==> config.mk <==
export PLATFORM = sky130hd
export DESIGN_NAME = verificador_linhas
export DESIGN_NICKNAME = d
export VERILOG_FILES = /design/src/rtl/verificador_pkg.sv /design/src/rtl/verificador_linhas_tabela.sv /design/src/rtl/verificador_linhas.sv
export SDC_FILE = /design/constraint.sdc
export NUM_CORES = 1
export LEC_CHECK = 0
export ABC_CLOCK_PERIOD_IN_PS = 3000
export BUFFER_PORTS_ARGS = -buffer_cell sky130_fd_sc_hd__buf_4
export CORE_MARGIN = 4
export CORE_UTILIZATION = 56
export DETAILED_ROUTE_END_ITERATION = 10
export GPL_TIMING_DRIVEN = 0
export HOLD_SLACK_MARGIN = 0.1
export PLACE_DENSITY = 0.79
export REMOVE_ABC_BUFFERS = 1
export SLEW_MARGIN = 5
export SYNTH_ARGS = -nofsm -noshare
export SYNTH_HDL_FRONTEND = slang
export SYNTH_SLANG_ARGS = --single-unit
==> constraint.sdc <==
create_clock -name clock -period 3 [get_ports clock]
set_input_delay 0.6 -clock clock [delete_from_list [all_inputs] [get_ports clock]]
set_output_delay 0.6 -clock clock [all_outputs]
set_load 0.02 [all_outputs]
==> src/rtl/verificador_pkg.sv <==
// Shared cell codes, FSM state encodings and board limits
// for the line-checking sequencer.
package verificador_pkg;

  localparam int         N_LINHAS  = 8;
  localparam logic [3:0] TAB_MACRO = 4'd9;

  typedef enum logic [1:0] {
    VAZIO = 2'b00,
    X     = 2'b01,
    O     = 2'b10,
    BLOQ  = 2'b11
  } celula_t;

  typedef enum logic [1:0] {
    OCIOSO = 2'd0,
    LE     = 2'd1,
    AVALIA = 2'd2,
    FIM    = 2'd3
  } estado_t;

endpackage

==> src/rtl/verificador_linhas_tabela.sv <==
// Combinational ROM: (line, position) -> row-major cell index
// of the 8 winning lines of a 3x3 board.
module tabela_linhas (
  input  logic [2:0] linha,
  input  logic [1:0] pos,
  output logic [3:0] celula
);

  logic [3:0] c0, c1, c2;

  always_comb begin
    c0 = 4'd0;
    c1 = 4'd0;
    c2 = 4'd0;
    case (linha)
      3'd0: {c0, c1, c2} = {4'd0, 4'd1, 4'd2};
      3'd1: {c0, c1, c2} = {4'd3, 4'd4, 4'd5};
      3'd2: {c0, c1, c2} = {4'd6, 4'd7, 4'd8};
      3'd3: {c0, c1, c2} = {4'd0, 4'd3, 4'd6};
      3'd4: {c0, c1, c2} = {4'd1, 4'd4, 4'd7};
      3'd5: {c0, c1, c2} = {4'd2, 4'd5, 4'd8};
      3'd6: {c0, c1, c2} = {4'd0, 4'd4, 4'd8};
      default: {c0, c1, c2} = {4'd2, 4'd4, 4'd6};
    endcase
    celula = c2;
    case (pos)
      2'd0:    celula = c0;
      2'd1:    celula = c1;
      default: celula = c2;
    endcase
  end

endmodule

==> src/rtl/verificador_linhas.sv <==
// Scans one 3x3 board in RAM, line by line, and reports
// winner / draw / open with a one-cycle done pulse.
module verificador_linhas
  import verificador_pkg::*;
(
  input  logic       clock,
  input  logic       reset,
  input  logic       iniciar,
  input  logic [3:0] tabuleiro_sel,
  input  logic [1:0] dado_mem,
  output logic       le_mem,
  output logic [3:0] endereco_tab,
  output logic [3:0] endereco_cel,
  output logic       ocupado,
  output logic       pronto,
  output logic [1:0] vencedor,
  output logic       empate,
  output logic       erro,
  output logic [3:0] db_estado
);

  estado_t    estado_q;
  logic [2:0] linha_q, linha_d;
  logic [1:0] pos_q, pos_d;
  logic [1:0] r0_q, r1_q;
  logic       vazia_q, vazia_d;
  logic [3:0] sel_q;
  logic       le_q, ocup_q, pronto_q;
  logic [3:0] cel_q, cel_d;
  logic [1:0] venc_q;
  logic       emp_q, erro_q;
  logic       ganhou;

  // ROM is addressed with the next (line, pos) so the
  // cell address is registered alongside the state.
  always_comb begin
    linha_d = linha_q;
    pos_d   = pos_q + 2'd1;
    if (estado_q == AVALIA) begin
      linha_d = linha_q + 3'd1;
      pos_d   = 2'd0;
    end else if (estado_q != LE) begin
      linha_d = 3'd0;
      pos_d   = 2'd0;
    end
  end

  tabela_linhas u_tabela (
    .linha  (linha_d),
    .pos    (pos_d),
    .celula (cel_d)
  );

  assign ganhou = (r0_q == r1_q) && (r1_q == dado_mem)
               && (r0_q == X || r0_q == O);

  assign vazia_d = vazia_q
                 | (r0_q == VAZIO)
                 | (r1_q == VAZIO)
                 | (dado_mem == VAZIO);

  always_ff @(posedge clock or posedge reset) begin
    if (reset) begin
      estado_q <= OCIOSO;
      linha_q  <= 3'd0;
      pos_q    <= 2'd0;
      r0_q     <= 2'd0;
      r1_q     <= 2'd0;
      vazia_q  <= 1'b0;
      sel_q    <= 4'd0;
      le_q     <= 1'b0;
      cel_q    <= 4'd0;
      ocup_q   <= 1'b0;
      pronto_q <= 1'b0;
      venc_q   <= 2'd0;
      emp_q    <= 1'b0;
      erro_q   <= 1'b0;
    end else begin
      pronto_q <= 1'b0;
      case (estado_q)
        LE: begin
          pos_q <= pos_d;
          if (pos_q == 2'd1) r0_q <= dado_mem;
          if (pos_q == 2'd2) begin
            r1_q     <= dado_mem;
            le_q     <= 1'b0;
            estado_q <= AVALIA;
          end else begin
            cel_q <= cel_d;
          end
        end
        AVALIA: begin
          vazia_q <= vazia_d;
          if (ganhou) begin
            venc_q   <= r0_q;
            ocup_q   <= 1'b0;
            pronto_q <= 1'b1;
            estado_q <= FIM;
          end else if (linha_q == 3'(N_LINHAS - 1)) begin
            emp_q    <= ~vazia_d;
            ocup_q   <= 1'b0;
            pronto_q <= 1'b1;
            estado_q <= FIM;
          end else begin
            linha_q  <= linha_d;
            pos_q    <= 2'd0;
            le_q     <= 1'b1;
            cel_q    <= cel_d;
            estado_q <= LE;
          end
        end
        default: begin
          if (iniciar) begin
            sel_q   <= tabuleiro_sel;
            venc_q  <= 2'd0;
            emp_q   <= 1'b0;
            linha_q <= 3'd0;
            pos_q   <= 2'd0;
            vazia_q <= 1'b0;
            if (tabuleiro_sel > TAB_MACRO) begin
              erro_q   <= 1'b1;
              pronto_q <= 1'b1;
              estado_q <= FIM;
            end else begin
              erro_q   <= 1'b0;
              le_q     <= 1'b1;
              ocup_q   <= 1'b1;
              cel_q    <= cel_d;
              estado_q <= LE;
            end
          end
        end
      endcase
    end
  end

  always_comb begin
    db_estado = 4'hE;
    case (estado_q)
      OCIOSO:  db_estado = 4'h0;
      LE:      db_estado = 4'h1;
      AVALIA:  db_estado = 4'h2;
      FIM:     db_estado = 4'h3;
      default: db_estado = 4'hE;
    endcase
  end

  assign le_mem       = le_q;
  assign endereco_tab = sel_q;
  assign endereco_cel = cel_q;
  assign ocupado      = ocup_q;
  assign pronto       = pronto_q;
  assign vencedor     = venc_q;
  assign empate       = emp_q;
  assign erro         = erro_q;

endmodule
* Yosys cells after proc, flatten, opt, wreduce, memory -nomap -nowiden
Cells that the tools add are included.
** Cells by class
- Add/subtract/negate cells :: 2
- Magnitude comparators :: 1
- Eq/ne operators :: 27
- Mux-type cells :: 50
- Bitwise operators :: 6
- Reduce and logical (&&, ||, !) cells :: 26
** Operator list (number)
- 4-bit case mux with 4 select lines :: 2
- 3-bit case mux with 4 select lines :: 2
- 2-bit 2-to-1 mux :: 11
- 4-bit 2-to-1 mux :: 5
- 4-bit case mux with 2 select lines :: 2
- 3-bit 2-to-1 mux :: 5
- 1-bit 2-to-1 mux :: 14
- 3-bit == test (second input constant) :: 4
- 2-bit inequality test (second input constant) :: 6
- 2-bit case mux with 2 select lines :: 3
- 4-bit AND reduction :: 3
- 2-bit logical NOT :: 5
- 1-bit case mux with 2 select lines :: 5
- 2-bit AND reduction :: 5
- 5-bit AND reduction :: 2
- 2-bit by 1-bit == test with 1-bit output (second input constant) :: 4
- 2-bit == test (second input constant) :: 4
- 3-bit by 2-bit == test with 1-bit output (second input constant) :: 2
- 3-bit by 2-bit inequality test with 1-bit output (second input constant) :: 2
- 3-bit case mux with 2 select lines :: 1
- 3-bit AND reduction :: 2
- 3-bit OR reduction :: 2
- 2-bit == test :: 2
- 4-bit > comparator (second input constant) :: 1
- 12 further kinds :: 18
** Storage, ports and cells
- Bits in registers :: 27
- Output and inout bits :: 19
- Word-level logic and storage cells :: 126

* Logic depth before layout (Yosys ltp)
Gate-level depths: netlist of the first run.
- Word-level depth :: 10
- Gate-level depth with buffers :: 12
- Mapped depth without buffers :: 11

* Modules after synthesis
A second synthesis of the first run with hierarchy kept.
** Unflattened totals
- Cells, all modules :: 182
- Area total of the unflattened synthesis :: 1745.4 µm²
** Modules (own cells, without submodules)
- verificador_linhas :: instances 1, cells an instance 156, area an instance 1562.7 µm², seq. area each 675.6 µm²
- tabela_linhas :: instances 1, cells an instance 26, area an instance 182.7 µm², seq. area each 0.0 µm²

* Worst setup path after synthesis of the first run
OpenSTA, ideal clock, no wires.
- Path kind :: reg-to-reg
- Start point :: reg estado_q[1]
- End point :: reg cel_q[1] (netlist: endereco_cel[1])
- Library setup time :: 128 ps
- Arrival time :: 2102 ps
- Required time :: 2872 ps
- Slack :: 770 ps
- Stages on the path, launching flop included :: 12
- Buffers on the path :: 1
- Clock period less this slack :: 2230 ps
- Cell sequence :: dfrtp_1 inv_1 ha_1 buf_2 nor2b_1 nand2_1 nand2_1 inv_1 ha_1 o311ai_0 a31oi_1 mux2_1
** Between the ends
- Word-level cells in the longest chain between the ends :: 10
- Elaborated cells on any way between the ends :: 34
** Ends and longest elaborated chain
- from (decl) :: line verificador_linhas.sv:22 : estado_t estado_q;
- from (signal assigned) :: line verificador_linhas.sv:64 : estado_q <= OCIOSO;
- from (signal assigned) :: line verificador_linhas.sv:87 : estado_q <= AVALIA;
- from (signal assigned) :: line verificador_linhas.sv:98 : estado_q <= FIM;
- 2-bit by 1-bit inequality test with 1-bit output :: line verificador_linhas.sv:42 : end else if (estado_q != LE) begin
- 3-bit 2-to-1 mux :: line verificador_linhas.sv:42
- 3-bit 2-to-1 mux :: line verificador_linhas.sv:39 : if (estado_q == AVALIA) begin
- 3-bit by 2-bit == test with 1-bit output, or another cell as far along :: line verificador_linhas_tabela.sv:15 : case (linha)
- 3-bit OR reduction (no source line)
- 4-bit case mux with 4 select lines or 3-bit case mux with 4 select lines (tied branches) :: line verificador_linhas_tabela.sv:15
- 4-bit case mux with 2 select lines :: line verificador_linhas_tabela.sv:26 : case (pos)
- 4-bit 2-to-1 mux, on equally long branches :: line verificador_linhas.sv:120, verificador_linhas.sv:99
- 4-bit 2-to-1 mux, on equally long branches :: line verificador_linhas.sv:113, verificador_linhas.sv:94
- 4-bit case mux with 2 select lines :: line verificador_linhas.sv:80 : case (estado_q)
- to (signal assigned) :: line verificador_linhas.sv:89 : cel_q <= cel_d;
- to (signal assigned) :: line verificador_linhas.sv:108 : cel_q <= cel_d;
- to (signal assigned) :: line verificador_linhas.sv:128 : cel_q <= cel_d;
- to (decl) :: line verificador_linhas.sv:29 : logic [3:0] cel_q, cel_d;
Parallel ways exist; a longest one is shown, timed or not. The select of a mux whose other input is x is not followed.
A chain may end at the register's enable or synchronous reset.

* Final worst setup path of the first run
Same ends and word-level chain as after synthesis.

==> impl_metrics.toml, run 1 <==
[run_status]
outcome = "finished, final reports clean"

[timing]
setup_viol = 0
period_share_pct = 90.0
totalNegativeSetupSlack_ns = 0
final.setup_skew_ns = 0.0122
rsz_0062_raised_after_global_routing = "false"
hold_violations = 0
setup_slack_ns = 0.299
slew-limit-headroom_pct = 33.8
final_max_slew_viol_count = 0
achievable_frequency_ghz = 0.370
period_needed_ns = 2.70
worstMarginPinSlew_ns = 0.991

[grt]
grt.total_usage_pct = 19.4
antenna_found_initial = 0
globalRoute.totalOverflow = 0
grt_pass1_vias = 1390
grt_start_max_net_pins = 30
global_route_wire_length_before_repair_microns = 6520

[floorplan]
rows = 20
pin_count = 28
die_area_sq_mm = 0.00414
die_boundary_height_microns = 64.3
initial_utilization_pct = 58.2
die_w_microns = 64.3
floorplan.core_area_sq_mm = 0.00305

[placed_design]
place_hpwl_microns = 2830
dpl.cell_count = 241
postPlaceCellArea_sq_mm = 0.00197
globalplace.congestion = 0.788
place_ws_ns = -0.0543
buffer_ports.inserted = 25

[final_layout]
post_layout_nonfiller_instances = 245
drive_gt1_share_pct = 26.4
antenna_diode_count = 0
layout-area-overhead-vs-synth_pct = 13.3
final_standard_cell_area_without_fillers_sq_mm = 0.00201
layout.cells.most_common = "dfrtp_1"
fillCellCount = 255
design.final.nets = 223
final_cell_mix = "27 x dfrtp_1, 25 x buf_4, 16 x nand2_1"

[power_and_ir_drop]
power.static_leakage_nw = 0.952
total_power_w = 0.00181
power.ir.vdd_worst_mv = 0.620
pwr_density_cell_mw_per_mm2 = 896

[synthesis]
postSynthCellCount = 179
synthesis.area_sq_mm = 0.00178
yosysSeqAreaShare_pct = 38.0
synth_top_area_share_pct = 38.0
ys_warn_count = 0
netlist_top_cells_area = "dfrtp_1 38%, ha_1 8.4%, mux2_2 5.7%"
post_synth_num_cell_types = 56
ys_seq_elements = 27
postSynth.asyncResetShare_pct = 100
synth_top_cell_by_area = "dfrtp_1"
synth-edff-count = 0
avgSynthCellArea_sq_um = 9.93
ys.flop_type = "dfrtp_1"

[routing]
met3_wirelength_microns = 169
m1WireLength_microns = 1650
route.detailed.vias_per_inst = 5.80
wirelength_microns = 3800
routed.top_layer = "met4"
drt.antenna.violating_nets = 0
detail_route.iter0.violations = 75
met2_length_microns = 1960
detail_route.first_pass.iterations = 4
detail_route.drc_violations = 0
routedWlPerCell_microns = 15.5
route.vias.total = 1420

[critical_path]
cp-end-kind = "flip-flop"
timing.critical_path.cells = "inv_1, ha_2, nor2b_1, nand2_1, nand2_1, inv_1, ha_1, o311ai_0, a31oi_1, mux2_1"
worst_path_dominant_cell_family = "adder cells"
crit_path_max_incr_delay_ns = 0.48
cpMaxStageDelayCell = "dfrtp_1"
worstPathRequired_ns = 3.22
critical_path_arrival_ns = 2.92
critical_path_type = "flip-flop to flip-flop"
worstPathMaxFanout = 20
cp.buffers_inverters = 2
worst_setup_path_start_kind = "flip-flop"

[clock_tree]
postCtsResizedCells = 1
max-clock-path-buffers = 2
cts-buffers-inserted = 3
insertion_delay_ns = 0.33
cts-hold-fix-buffers = 0
postCtsSetupBuffers = 0
cts_sinks = 27
root_buffer = "clkbuf_4"
clock_tree.htree_level_count = 1
clkTransAtPathRegs_ns = 0.15
tritoncts_clock_tree = "done"

[run]
cap_viol_max_count = 0

[hold_path]
hold_path_class = "input pin to async pin"
-- routing by layer --
layer  vias up  GRT usage [%]
met4         0           2.37
met1       685           26.1
met2        40           33.4
li1        693              -
met5         -              0
met3         2           3.34
-- final cells by class --
cell class	count	area (sq um)	share of cell area [%]
multi-input cells	133	1020	50.7
flip-flops and latches	27	676	33.5
repair buffers	25	188	9.32
well taps	44	55.1	2.73
inverters	12	45.0	2.24
clock buffers	3	22.5	1.12
clock inverters	1	7.51	0.373
-- cell usage after synthesis (3+ instances only) --
cell type,instances
dfrtp_1,27
nor3b_1,3
a21o_1,3
mux2_1,3
mux2_2,9
nor3_1,4
a22o_1,3
o21ai_0,8
nor2_1,15
o221ai_1,3
a31oi_1,3
a21oi_1,6
ha_1,12
nand2_1,16
inv_1,11
-- power by group --
group	switching (W)	total [W]	internal [W]
combinational	0.000591	0.00105	0.000463
clock	0.000111	0.000162	0.0000511
sequential	0.000109	0.000590	0.000481
-- path summary, 6_finish.rpt --
| path | from | to | slack, ns | cells after the start |
|---|---|---|---|---|
| setup / recovery | estado_q[1]$_DFFE_PP0P_ | endereco_cel[1]$_DFFE_PP0P_ | 0.30 | 10 |
| max in group asynchronous | reset | linha_q[1]$_DFFE_PP0P_ | 1.91 | 2 |
| hold reg to reg | endereco_cel[3]$_DFFE_PP0P_ | endereco_cel[3]$_DFFE_PP0P_ | 0.52 | 1 |
| min in group clock | tabuleiro_sel[2] | endereco_tab[2]$_DFFE_PP0P_ | 0.49 | 2 |
| hold / removal | reset | endereco_tab[0]$_DFFE_PP0P_ | 0.48 | 2 |
| setup reg to reg | estado_q[1]$_DFFE_PP0P_ | endereco_cel[1]$_DFFE_PP0P_ | 0.30 | 10 |
-- registers in the layout, indices dropped and copies added, names as in the netlist --
signal and flops:
empate 1, linha_q 3, endereco_cel 4, vencedor 2, r0_q 2, r1_q 2
vazia_q 1, pronto 1, erro 1, pos_q 2, ocupado 1, le_mem 1
estado_q 2, endereco_tab 4
-- stage by stage --
stage | utilization [%] | hold slack (ns)
floorplan | - | 0.466
global placement | 64.5 | 0.472
detailed placement | 64.5 | 0.491
CTS | 65.6 | 0.491
global route | 66.0 | 0.476
finish | 66.0 | 0.479
-- cell families after synthesis --
logic type | after synthesis | synth area share, %
AO/OA/AOI/OAI | 51 | 22.4
adder cells (fa/ha/maj) | 12 | 8.44
buffers and inverters | 20 | 5.63
flip-flops | 27 | 38.0
multiplexers | 13 | 8.16
other | 1 | 0.211
AND/OR/NAND/NOR | 55 | 17.2
Note: power is estimated with default switching activity, not from simulation.
==> run 2: changes to the inputs <==
CTS_CLUSTER_SIZE = 20   (was unset)
SETUP_SLACK_MARGIN = 0.4   (was unset)
==> run 2 against run 1 <==
Net effect:
- register-to-register slack gained 0.28 ns
- sequential power about the same
- worst hold slack got worse by 0.0097 ns
- clock power about the same
==> impl_metrics.toml, run 2 (synthesis results as in run 1) <==
[run_status]
outcome = "finished, final reports clean"

[timing]
final_max_slew_viol_count = 0
rsz_0062_raised_after_global_routing = "false"
worstMarginPinSlew_ns = 0.971
achievable_frequency_ghz = 0.414
hold_violations = 0
final.setup_skew_ns = 0.0125
period_share_pct = 80.5
period_needed_ns = 2.42
setup_viol = 0
hold_slack_ns = 0.470
slew-limit-headroom_pct = 35.2

[critical_path]
worst_path_dominant_cell_family = "adder cells"
timing.critical_path.cells = "ha_1, nand2_1, nand2_1, inv_1, ha_1, o311ai_0, a31oi_1, mux2_1"
crit_path_max_incr_delay_ns = 0.53
cp.buffers_inverters = 1
cp-end-kind = "flip-flop"
worst_setup_path_start_kind = "flip-flop"
worstPathRequired_ns = 3.23
critical_path_type = "flip-flop to flip-flop"
critical_path_arrival_ns = 2.64
worstPathMaxFanout = 10
cpMaxStageDelayCell = "dfrtp_1"

[grt]
global_route_wire_length_before_repair_microns = 6570
gr-usage-met3_pct = 3.34
globalRouteMet2Util_pct = 33.5
top_usage_layer = "met2"
globalRoute.totalOverflow = 0
grt_pass1_vias = 1414
antenna_found_initial = 0
grt.total_usage_pct = 19.6
grt_start_max_net_pins = 30
grt_use_met1_pct = 25.9

[routing]
detail_route.iter0.violations = 91
detail_route.drc_violations = 0
route.detailed.vias_per_inst = 5.90
wirelength_microns = 3920
route.vias.total = 1462
routedWlPerCell_microns = 15.8
detail_route.first_pass.iterations = 4
drt.antenna.violating_nets = 0

[final_layout]
final_cell_mix = "26 x dfrtp_1, 26 x buf_4, 16 x nand2_1"
post_layout_nonfiller_instances = 248
layout-area-overhead-vs-synth_pct = 16.0
drive_gt1_share_pct = 28.9
antenna_diode_count = 0
design.final.nets = 226
utilization_pct = 67.5
fillCellCount = 242

[placed_design]
buffer_ports.inserted = 25
dpl.cell_count = 241
place_hpwl_microns = 2830
globalplace.congestion = 0.788

[clock_tree]
clock_tree.htree_level_count = 1
cts-hold-fix-buffers = 0
root_buffer = "clkbuf_4"
max-clock-path-buffers = 2
insertion_delay_ns = 0.33
clkTransAtPathRegs_ns = 0.16
tritoncts_clock_tree = "done"
cts-buffers-inserted = 3
cts_sinks = 27

[hold_path]
hold_path_class = "input pin to async pin"

[power_and_ir_drop]
power.static_leakage_nw = 0.973
pwr_density_cell_mw_per_mm2 = 905
power.ir.vdd_worst_mv = 0.626

[floorplan]
rows = 20
initial_utilization_pct = 58.2
floorplan.core_area_sq_mm = 0.00305
die_w_microns = 64.3
die_area_sq_mm = 0.00414
pin_count = 28
die_boundary_height_microns = 64.3

[run]
cap_viol_max_count = 0
[run 2: cell types whose count changed in the layout (fill, tap and decap cells not counted), sizes merged]
cell / previous run / this run
buf: 25 / 27
clkbuf: 3 / 4
[run 2: cell type report]
| type | instances | area [sq um] | area share (%) |
|---|---|---|---|
| Multi-Input combinational cell | 133 | 1040 | 50.5 |
| Timing Repair Buffer | 28 | 214 | 10.4 |
| Inverter | 12 | 45.0 | 2.18 |
| Tap cell | 44 | 55.1 | 2.67 |
| Sequential cell | 27 | 677 | 32.8 |
| Clock inverter | 1 | 7.51 | 0.364 |
| Clock buffer | 3 | 22.5 | 1.09 |
[run 2: layer usage]
layer	share of wire, %	wire (microns)
met1	42	1650
met2	50	1970
met3	6.0	235
met4	1.8	70
met5	0	0
[run 2: final timing paths]
kind                                             start  slack [ns]                     endpoint  depth (start not counted)
max                             linha_q[0]$_DFFE_PP0P_        0.58  endereco_cel[1]$_DFFE_PP0P_                          8
min in group clock                    tabuleiro_sel[2]        0.49  endereco_tab[2]$_DFFE_PP0P_                          2
max reg2reg                     linha_q[0]$_DFFE_PP0P_        0.58  endereco_cel[1]$_DFFE_PP0P_                          8
min reg2reg                endereco_cel[3]$_DFFE_PP0P_        0.52  endereco_cel[3]$_DFFE_PP0P_                          1
max in group asynchronous                        reset        1.89      estado_q[1]$_DFFE_PP0P_                          2
min                                              reset        0.47  endereco_tab[0]$_DFFE_PP0P_                          2
[run 2: what timing repair did]
action / in CTS / in global routing
endpoints found under the setup margin: 5 / 3
pin swaps: 1 / 0
setup buffers: 0 / 3
resized for setup: 4 / 4
[run 2: worst register-to-register path, stage by stage (launching register included)]
cell,delay (ns)
dfrtp_1,0.53
ha_1,0.44
nand2_1,0.13
nand2_1,0.14
inv_1,0.06
ha_1,0.23
o311ai_0,0.35
a31oi_1,0.14
mux2_1,0.29
[run 2: power by group]
group | internal, W | switching, W
Sequential | 0.000482 | 0.000111
Clock | 0.0000511 | 0.000112
Combinational | 0.000499 | 0.000611
Total | 0.00103 | 0.000834
[run 2: stage by stage]
stage / setup TNS [ns] / setup WS [ns] / total power [W] / instance area, sq um
6_report: 0 / 0.584 / 0.00187 / 2060
5_1_grt: 0 / 0.411 / 0.00201 / 2060
4_1_cts: 0 / 0.412 / 0.00182 / 2020
3_5_place_dp: -0.0543 / -0.0543 / 0.00162 / 1970
3_3_place_gp: 0 / 0.0347 / 0.00157 / 1970
2_1_floorplan: 0 / 0.362 / 0.00132 / 1730
==> run 3: changes to the inputs <==
ABC_AREA = 1   (was unset)
ABC_CLOCK_PERIOD_IN_PS = 2340   (was 3000)
clock period = 2.34 ns   (was 3 ns; I/O delays follow)
==> run 3 against run 2 <==
Net effect:
- clock power increased by 30%
- synthesized area rose by 0.91%
- routed wire length fell by 12%
- synthesized cell count up 28%
- power is 50% higher
- clock skew grew 0.0016 ns
- critical endpoint is now db_estado[0]
- largest power group unchanged
==> impl_metrics.toml, run 3 <==
[run_status]
outcome = "finished, final reports clean"

[critical_path]
critical_path_arrival_ns = 1.41
crit_path_max_incr_delay_ns = 0.43
timing.critical_path.cells = "buf_4, ha_1, inv_2, a21oi_1, buf_4"
worst_setup_path_start_kind = "flip-flop"
critical_path_type = "flip-flop to output port"
path_common_cell = "buf_4"
cp.buffers_inverters = 3
worstPathMaxFanout = 2
cp-end-kind = "output port"
worst_path_dominant_cell_family = "flip-flops"
worstPathRequired_ns = 1.87
cpMaxStageDelayCell = "dfrtp_1"

[power_and_ir_drop]
switching_power_w = 0.00138
clkPwrFrac_pct = 7.6
pwr_density_cell_mw_per_mm2 = 1310
seq_power_share_pct = 27.7
power.static_leakage_nw = 1.15
p_sw_share_pct = 49.3
power.ir.vdd_worst_mv = 0.931
p_int_w = 0.00142
combinationalPowerShare_pct = 64.8

[synthesis]
synthesis.area_sq_mm = 0.00179
postSynthCellCount = 229
synth_top_cell_by_area = "dfrtp_1"
ys_seq_elements = 27
avgSynthCellArea_sq_um = 7.84
synth-edff-count = 0
yosysSeqAreaShare_pct = 37.7
synth_common_cells = "72 x nand2_1, 29 x inv_1, 27 x dfrtp_1"
ys.flop_type = "dfrtp_1"
netlist_top_cells_area = "dfrtp_1 38%, nand2_1 15%, ha_1 8.4%"
ys_warn_count = 0
synth_top_area_share_pct = 37.7
synth.most_common_cell = "nand2_1"
post_synth_num_cell_types = 27
postSynth.asyncResetShare_pct = 100

[timing]
setup_slack_ns = 0.458
final_max_slew_viol_count = 0
achievable_frequency_ghz = 0.531
slew-limit-headroom_pct = 32.2
final.setup_skew_ns = 0.0141
period_needed_ns = 1.88
hold_violations = 0
worstMarginPinSlew_ns = 1.02
rsz_0062_raised_after_global_routing = "true"
period_share_pct = 80.4
setup_viol = 0
hold_slack_ns = 0.324

[routing]
route.vias.total = 1502
detail_route.iter0.violations = 100
routedWlPerCell_microns = 11.4
drt.antenna.violating_nets = 0
detail_route.drc_violations = 0
route.detailed.vias_per_inst = 4.94
wirelength_microns = 3460
detail_route.first_pass.iterations = 4

[placed_design]
buffer_ports.inserted = 25
place_hpwl_microns = 2570
globalplace.congestion = 0.881
place_ws_ns = -0.0163
postPlaceCellArea_sq_mm = 0.00200

[final_layout]
drive_gt1_share_pct = 27.3
seq_area_sq_um = 678
layout.cells.most_common = "nand2_1"
antenna_diode_count = 0
final_cell_mix = "71 x nand2_1, 29 x buf_4, 25 x inv_1, 25 x dfrtp_1, 19 x o21ai_0"
fillCellCount = 254
layout-area-overhead-vs-synth_pct = 19.0
final_standard_cell_area_without_fillers_sq_mm = 0.00214
area_occupied_by_multi_input_gates_sq_um = 1000
utilization_pct = 70.0
design.final.nets = 282

[floorplan]
initial_utilization_pct = 58.8
rows = 20
die_area_sq_mm = 0.00417
die_w_microns = 64.6
floorplan.core_area_sq_mm = 0.00305
die_boundary_height_microns = 64.6
pin_count = 28

[grt]
grt_start_max_net_pins = 28
grt_pass1_vias = 1444
globalRoute.totalOverflow = 0
grt.total_usage_pct = 18.9
antenna_found_initial = 0
global_route_wire_length_before_repair_microns = 6310

[clock_tree]
clock_tree.htree_level_count = 1
insertion_delay_ns = 0.34
cts_sinks = 27
max-clock-path-buffers = 2
tritoncts_clock_tree = "done"
cts-buffers-inserted = 3
root_buffer = "clkbuf_4"
clkTransAtPathRegs_ns = 0.16

[run]
cap_viol_max_count = 0

[hold_path]
hold_path_class = "input pin to flip-flop"
-- run 3: changes by cell type in the layout (fill, tap and decap cells not counted), moves of 4 or more --
cell,before,now
inv_1,11,25
nand2_2,0,6
inv_2,0,7
nand2_4,0,5
nor2_1,15,8
mux2_2,9,0
nand2_1,16,71
nand3_1,0,17
o21ai_0,8,19
nor3_1,4,0
-- run 3: cell type report --
cell class              count  share of cell area [%]
inverters                  33                    5.92
clock buffers               3                    1.05
well taps                  44                    2.58
repair buffers             31                    11.7
clock inverters             1                   0.234
multi-input cells         165                    46.8
flip-flops and latches     27                    31.8
-- run 3: final timing paths --
path	from	to	slack, ns	cells after the start
worst min register to register	endereco_cel[0]$_DFFE_PP0P_	endereco_cel[0]$_DFFE_PP0P_	0.51	2
worst max register to register	estado_q[0]$_DFFE_PP0P_	endereco_cel[2]$_DFFE_PP0P_	0.53	14
min in group asynchronous	reset	endereco_cel[1]$_DFFE_PP0P_	0.35	2
max in group asynchronous	reset	estado_q[1]$_DFFE_PP0P_	1.29	2
worst max-delay path	estado_q[0]$_DFFE_PP0P_	db_estado[0]	0.46	5
worst min-delay path	tabuleiro_sel[0]	endereco_tab[0]$_DFFE_PP0P_	0.32	3
-- run 3: power groups by stage --
stage / clock (W) / combinational, W / sequential [W]
2_1_floorplan: 0 / 0.00111 / 0.000878
3_3_place_gp: 0 / 0.00160 / 0.000780
3_5_place_dp: 0 / 0.00164 / 0.000779
4_1_cts: 0.000214 / 0.00175 / 0.000774
5_1_grt: 0.000237 / 0.00202 / 0.000797
6_report: 0.000212 / 0.00181 / 0.000773
-- run 3: timing repair --
action                     4_1_cts  5_1_grt
setup endpoints to repair        7       10
buffers inserted                 4        2
pin swaps                        1        2
resized for setup                5       12
hold buffers                     0        0
-- run 3: logic make-up after synthesis --
kind of cell    synth area share (%)
flops                           37.7
simple gates                    34.3
compound gates                  10.0
other cells                    0.209
fa+ha+maj                       8.37
buf+inv                         9.41
-- run 3: metal layers --
layer	part of all wire, %	global-route usage, %	vias up
met4	0.49	3.96	0
met5	0	0	-
met2	45	31.6	36
met3	5.2	3.47	2
li1	-	-	788
met1	49	25.7	676
-- run 3: worst reg2reg max path: cells and delay by family (launching register included) --
kind                     cells  cell delay (ns)
flip-flops                   1             0.43
AND/OR/NAND/NOR              9             0.59
adder cells (fa/ha/maj)      2             0.37
buffers and inverters        3             0.35
-- run 3: per-stage QoR --
stage	total power (W)	setup TNS (ns)	std cells
global placement	0.00238	0	294
floorplan	0.00199	0	225
global route	0.00306	0	304
detailed placement	0.00242	-0.0163	294
CTS	0.00274	0	302
finish	0.00279	0	304
